**src/rtl/uart_rx.sv**
```systemverilog
// -----------------------------------------------------------------------------
// uart_rx
//
// UART receiver for 8N1-style framing. It oversamples the serial line at 16x
// the baud rate (i_sample_tick), finds the middle of the start bit, then samples
// each data bit (LSB first) and the stop bit at their centres.
//
// Parameters
//   DATA_BITS  data bits per frame (received LSB first)
//   STOP_TICK  sample-tick periods spent in the stop bit (1..16)
//
// Ports
//   clk             clock; every state update happens on its rising edge
//   rst_n           asynchronous active-low reset
//   i_sample_tick   one-clk strobe at 16x the baud rate
//   i_rx            asynchronous serial input, idle high
//   o_rx_data       last received data word, held until the next frame ends
//   o_rx_done_tick  one-clk pulse in the cycle after a frame completes
//   o_frame_err     stop bit of the last completed frame was sampled low
// -----------------------------------------------------------------------------
module uart_rx #(
  parameter int DATA_BITS = 8,
  parameter int STOP_TICK = 16
) (
  input  logic                 clk,
  input  logic                 rst_n,
  input  logic                 i_sample_tick,
  input  logic                 i_rx,
  output logic [DATA_BITS-1:0] o_rx_data,
  output logic                 o_rx_done_tick,
  output logic                 o_frame_err
);

  localparam int BIT_W = (DATA_BITS > 1) ? $clog2(DATA_BITS) : 1;

  // Terminal counts: mid start bit, mid data bit, end of stop bit.
  localparam logic [3:0]       START_MID = 4'd7;
  localparam logic [3:0]       DATA_LAST = 4'd15;
  localparam logic [3:0]       STOP_LAST = 4'(STOP_TICK - 1);
  localparam logic [BIT_W-1:0] BIT_LAST  = BIT_W'(DATA_BITS - 1);
  localparam logic [BIT_W-1:0] BIT_ONE   = BIT_W'(1);

  typedef enum logic [1:0] {
    S_IDLE,
    S_START,
    S_DATA,
    S_STOP
  } state_t;

  // ---------------------------------------------------------------------------
  // Two-flop synchronizer; both flops reset to the idle (high) line level so a
  // reset never looks like a start bit.
  // ---------------------------------------------------------------------------
  logic rx_meta;
  logic rx_s;

  // NOTE: sequential state is written with non-blocking assignments so every
  // flop samples the pre-edge value of the others, matching real hardware.
  always_ff @(posedge clk or negedge rst_n) begin
    if (!rst_n) begin
      rx_meta <= 1'b1;
      rx_s    <= 1'b1;
    end else begin
      rx_meta <= i_rx;
      rx_s    <= rx_meta;
    end
  end

  // ---------------------------------------------------------------------------
  // Receiver state and registered outputs
  // ---------------------------------------------------------------------------
  state_t                 state_q, state_d;
  logic [3:0]             tick_q,  tick_d;
  logic [BIT_W-1:0]       bit_q,   bit_d;
  logic [DATA_BITS-1:0]   shreg_q, shreg_d;
  logic [DATA_BITS-1:0]   data_d;
  logic                   err_d;
  logic                   done_d;
  logic [DATA_BITS:0]     shift_in;

  always_ff @(posedge clk or negedge rst_n) begin
    if (!rst_n) begin
      state_q        <= S_IDLE;
      tick_q         <= '0;
      bit_q          <= '0;
      shreg_q        <= '0;
      o_rx_data      <= '0;
      o_rx_done_tick <= 1'b0;
      o_frame_err    <= 1'b0;
    end else begin
      state_q        <= state_d;
      tick_q         <= tick_d;
      bit_q          <= bit_d;
      shreg_q        <= shreg_d;
      o_rx_data      <= data_d;
      o_rx_done_tick <= done_d;
      o_frame_err    <= err_d;
    end
  end

  // New bit enters at the MSB; after DATA_BITS shifts the first bit is the LSB.
  assign shift_in = {rx_s, shreg_q};

  // NOTE: every signal driven here gets a default first, so no path through
  // the case statement can leave one unassigned and infer a latch.
  always_comb begin
    state_d = state_q;
    tick_d  = tick_q;
    bit_d   = bit_q;
    shreg_d = shreg_q;
    data_d  = o_rx_data;
    err_d   = o_frame_err;
    done_d  = 1'b0;

    case (state_q)
      // Start detection runs every clk, not only on sample ticks.
      S_IDLE: begin
        if (!rx_s) begin
          state_d = S_START;
          tick_d  = '0;
        end
      end

      S_START: begin
        if (i_sample_tick) begin
          if (tick_q == START_MID) begin
            if (!rx_s) begin
              state_d = S_DATA;
              tick_d  = '0;
              bit_d   = '0;
            end else begin
              // Line went high again before mid start bit: a glitch.
              state_d = S_IDLE;
            end
          end else begin
            tick_d = tick_q + 4'd1;
          end
        end
      end

      S_DATA: begin
        if (i_sample_tick) begin
          if (tick_q == DATA_LAST) begin
            shreg_d = shift_in[DATA_BITS:1];
            tick_d  = '0;
            if (bit_q == BIT_LAST) begin
              state_d = S_STOP;
            end else begin
              bit_d = bit_q + BIT_ONE;
            end
          end else begin
            tick_d = tick_q + 4'd1;
          end
        end
      end

      S_STOP: begin
        if (i_sample_tick) begin
          if (tick_q == STOP_LAST) begin
            done_d  = 1'b1;
            data_d  = shreg_q;
            err_d   = ~rx_s;
            state_d = S_IDLE;
          end else begin
            tick_d = tick_q + 4'd1;
          end
        end
      end

      default: state_d = S_IDLE;
    endcase
  end

endmodule
```
**config.mk**
```make
export PLATFORM = sky130hd
export DESIGN_NAME = uart_rx
export DESIGN_NICKNAME = d
export VERILOG_FILES = /design/src/rtl/uart_rx.sv
export SDC_FILE = /design/constraint.sdc
export NUM_CORES = 1
export LEC_CHECK = 0
export BUFFER_PORTS_ARGS = -buffer_cell sky130_fd_sc_hd__buf_2
export CAP_MARGIN = 30
export CORE_ASPECT_RATIO = 0.6
export CORE_UTILIZATION = 45
export CTS_CLUSTER_SIZE = 24
export DETAILED_ROUTE_END_ITERATION = 10
export GPL_TIMING_DRIVEN = 0
export MAX_ROUTING_LAYER = met4
export PLACE_DENSITY = 0.78
export SYNTH_ARGS = -nofsm -noshare
export SYNTH_HDL_FRONTEND = slang
export SYNTH_SLANG_ARGS = --single-unit
```
**constraint.sdc**
```tcl
create_clock -name clk -period 1.45 [get_ports clk]
set_input_delay 0.145 -clock clk [delete_from_list [all_inputs] [get_ports clk]]
set_output_delay 0.145 -clock clk [all_outputs]
set_load 0.005 [all_outputs]
```
==> reports/qor.yml <==
final_cells: 200
fin_util_pct: 71.3
layout_worst_path_cycle_share_pct: 111
synthToLayoutAreaGrowth_pct: 47.9
syn_area_per_cell_um2: 12.3
grt_usage_pct: 25.3
cts.clk_slew.worst_paths_ps: 80
maxCapViolCount: 0
setup_viol: 24
end_kind: "flip-flop"
fp.dieArea_mm2: 0.00337
nNetsFinal: 164
power_leakage_nw: 0.982
wl_per_cell_um: 19.6
worstSetupPathType: "flip-flop to flip-flop"
start_util_pct: 48.2
cts_tree: "done"
syn_nets: 122
drt-initial-drc-count: 98
power.density_mw_per_mm2: 1830
slew_headroom_pct: 58.7
dp_cells: 169
grt_antenna_before_repair: 0
hold_violations: 0
fmax_mhz: 619
period_needed_ps: 1620
status: "finished, violations left"
synthCells: 115
ys_ff_latch: 29
drc: 0
synthArstFlopShare_pct: 100
fin_ws_ps: -165
final_layout_size_suffix_gt1_share_pct: 60.1
switchingPower_mw: 1.38
h-tree-depth: 2
coreArea_mm2: 0.00293
synth.distinct_cells: 42
p_int_mw: 2.44
start_kind: "flip-flop"
share_comb_of_total_power_pct: 48.9
io_buffers: 12
totalWireLength_mm: 3.92
p_clk_share_pct: 22.7
drv_slew: 0
rsz0062_at_grt: "true"
grt-ovfl-total: 0
dieWidth_um: 74.3
pwr-share-seq_pct: 28.5
cts_buffer_depth: 2
grt_pass1_vias: 1161
tightest_slew_ps: 619
syn_area_mm2: 0.00141
yosys_warnings: 0
route.vias.total: 1177
violations: "setup timing"
synth_edf_count: 0
worst_ep_arrival_time_ps: 1790
cts_root_buf: "clkbuf_8"
io_pins: 14
cts.sinks: 29
gp_congestion: 0.854
yosysTopAreaCell: "dfrtp_1"
rows: 15
grt_pass1_wl_mm: 5.75
hold_class: "input port to flip-flop"
peakVddDrop_mv: 0.976
grt_start_max_net_pins: 30
clock_skew_ps: 13.2
ys_seq_area_share_pct: 51.6
die_h_um: 45.4
cts_inserted_buffers: 5
cp_max_fo: 4
yosysTopAreaCellShare_pct: 47.9
synth.area.top_cells: "dfrtp_1 (48%), mux2_4 (8.5%), mux2_1 (7.2%)"
first_pass_iters: 6
pre_cts_ws_ps: -249
viasPerCell: 5.89
ant_nets: 0
switching_share_pct: 36.1
clkLatencyLatePin_ps: 290
cp.required_ps: 1620
antennaDiodeCount: 0
dpl.hpwl_mm: 1.91
ys.flop_type: "dfrtp_1"
[per-stage QoR]
stage	hold slack [ps]	total power, mW	instance area (µm²)	setup TNS [ps]
floorplan	-151	1.80	1450	-122
global placement	184	1.96	1560	-2460
detailed placement	198	2.02	1560	-3220
CTS	283	3.52	2010	-584
global route	323	3.96	2090	-2810
finish	310	3.82	2090	-2170
[power by group through the flow]
stage / Clock, mW / Sequential (mW) / Combinational, mW
final: 0.865 / 1.09 / 1.87
after global routing: 0.900 / 1.09 / 1.97
after CTS: 0.862 / 1.04 / 1.62
after detailed placement: 0 / 1.08 / 0.941
after global placement: 0 / 1.07 / 0.895
after floorplan: 0 / 1.05 / 0.755
[cell type report]
| type | instances | area, µm² |
|---|---|---|
| fill | 175 | 841 |
| multi-input combinational | 75 | 821 |
| sequential | 29 | 731 |
| timing repair buffer | 37 | 302 |
| clock buffer | 5 | 68.8 |
| buffer | 6 | 55.1 |
| tap | 42 | 52.6 |
| clock inverter | 3 | 46.3 |
| inverter | 3 | 11.3 |
[cells by family (layout without fill, tap and decap cells)]
kind of cell | Yosys count | in the layout | share of synthesized area (%)
AO/OA/AOI/OAI | 22 | 22 | 11.2
multiplexers | 18 | 18 | 16.4
adder cells (fa/ha/maj) | 3 | 3 | 2.66
buffers and inverters | 11 | 54 | 4.17
AND/OR/NAND/NOR | 32 | 32 | 14.0
flip-flops | 29 | 29 | 51.6
[path summary, 6_finish.rpt]
check / startpoint / endpoint / slack, ps / cells after the start
worst max-delay path: state_q[0] / tick_q[0] / -170 / 4
worst min-delay path: i_sample_tick / bit_q[2] / 310 / 4
worst max register to register: state_q[0] / tick_q[0] / -170 / 4
worst min register to register: rx_meta / rx_s / 360 / 0
max in group asynchronous: rst_n / asynchronous set/reset pin / 620 / 2
min in group asynchronous: rst_n / bit_q[0] / 390 / 2
[cells in the mapped netlist, types with 2 or more instances]
master and n:
dfrtp_1 27, mux2_1 9, a21oi_1 2, nand4b_1 2
buf_2 5, nor3_1 2, a211oi_1 2, nor3b_1 2
dfstp_2 2, nand4_1 2, nand2_1 7, o21ai_0 4
o41ai_1 2, mux2_4 8, ha_1 3, o21ai_1 3
nand3_1 5, nor2_1 3, inv_1 2
[sequential cells by signal, summed over array words and instances, names as in the netlist, named ones only]
register	count
tick_q	4
shreg_q	8
o_frame_err	1
rx_s	1
rx_meta	1
state_q	1
o_rx_done_tick	1
bit_q	3
o_rx_data	8
[layout by cell type, fill, tap and decap left out, types with 2 or more instances in the layout]
cell	count
dfrtp_1	25
buf_4	18
mux2_4	17
buf_2	14
nand2_1	6
buf_6	5
o21ai_1	5
clkbuf_8	5
nand3_1	4
nand4_1	2
nor3_1	2
nor2_1	2
a211oi_2	2
nor3b_2	2
inv_1	2
nand4b_1	2
ha_4	2
dfrtp_2	2
dlygate4sd3_1	2
dfstp_2	2
[what timing repair did]
action	in CTS	in global routing
endpoints found under the setup margin	23	25
gates cloned	1	0
resized for setup	33	14
hold buffers	2	0
pin swaps	13	13
buffers inserted	17	5
endpoints found under the hold margin	28	0
[worst max-delay path, stage by stage (launching register included)]
cell and delay [ps]:
dfrtp_2 450, or3_4 400, a32oi_4 220, o41ai_4 150
mux2_4 280
[per-layer routing]
metal | routed length [µm] | global-route usage, % | part of all wire [%]
met3 | 304 | 7.52 | 7.8
met2 | 1850 | 37.6 | 47
met1 | 1650 | 32.8 | 42
met5 | 0 | - | 0
met4 | 114 | 10.6 | 2.9
Note: power is estimated with default switching activity, not from simulation.
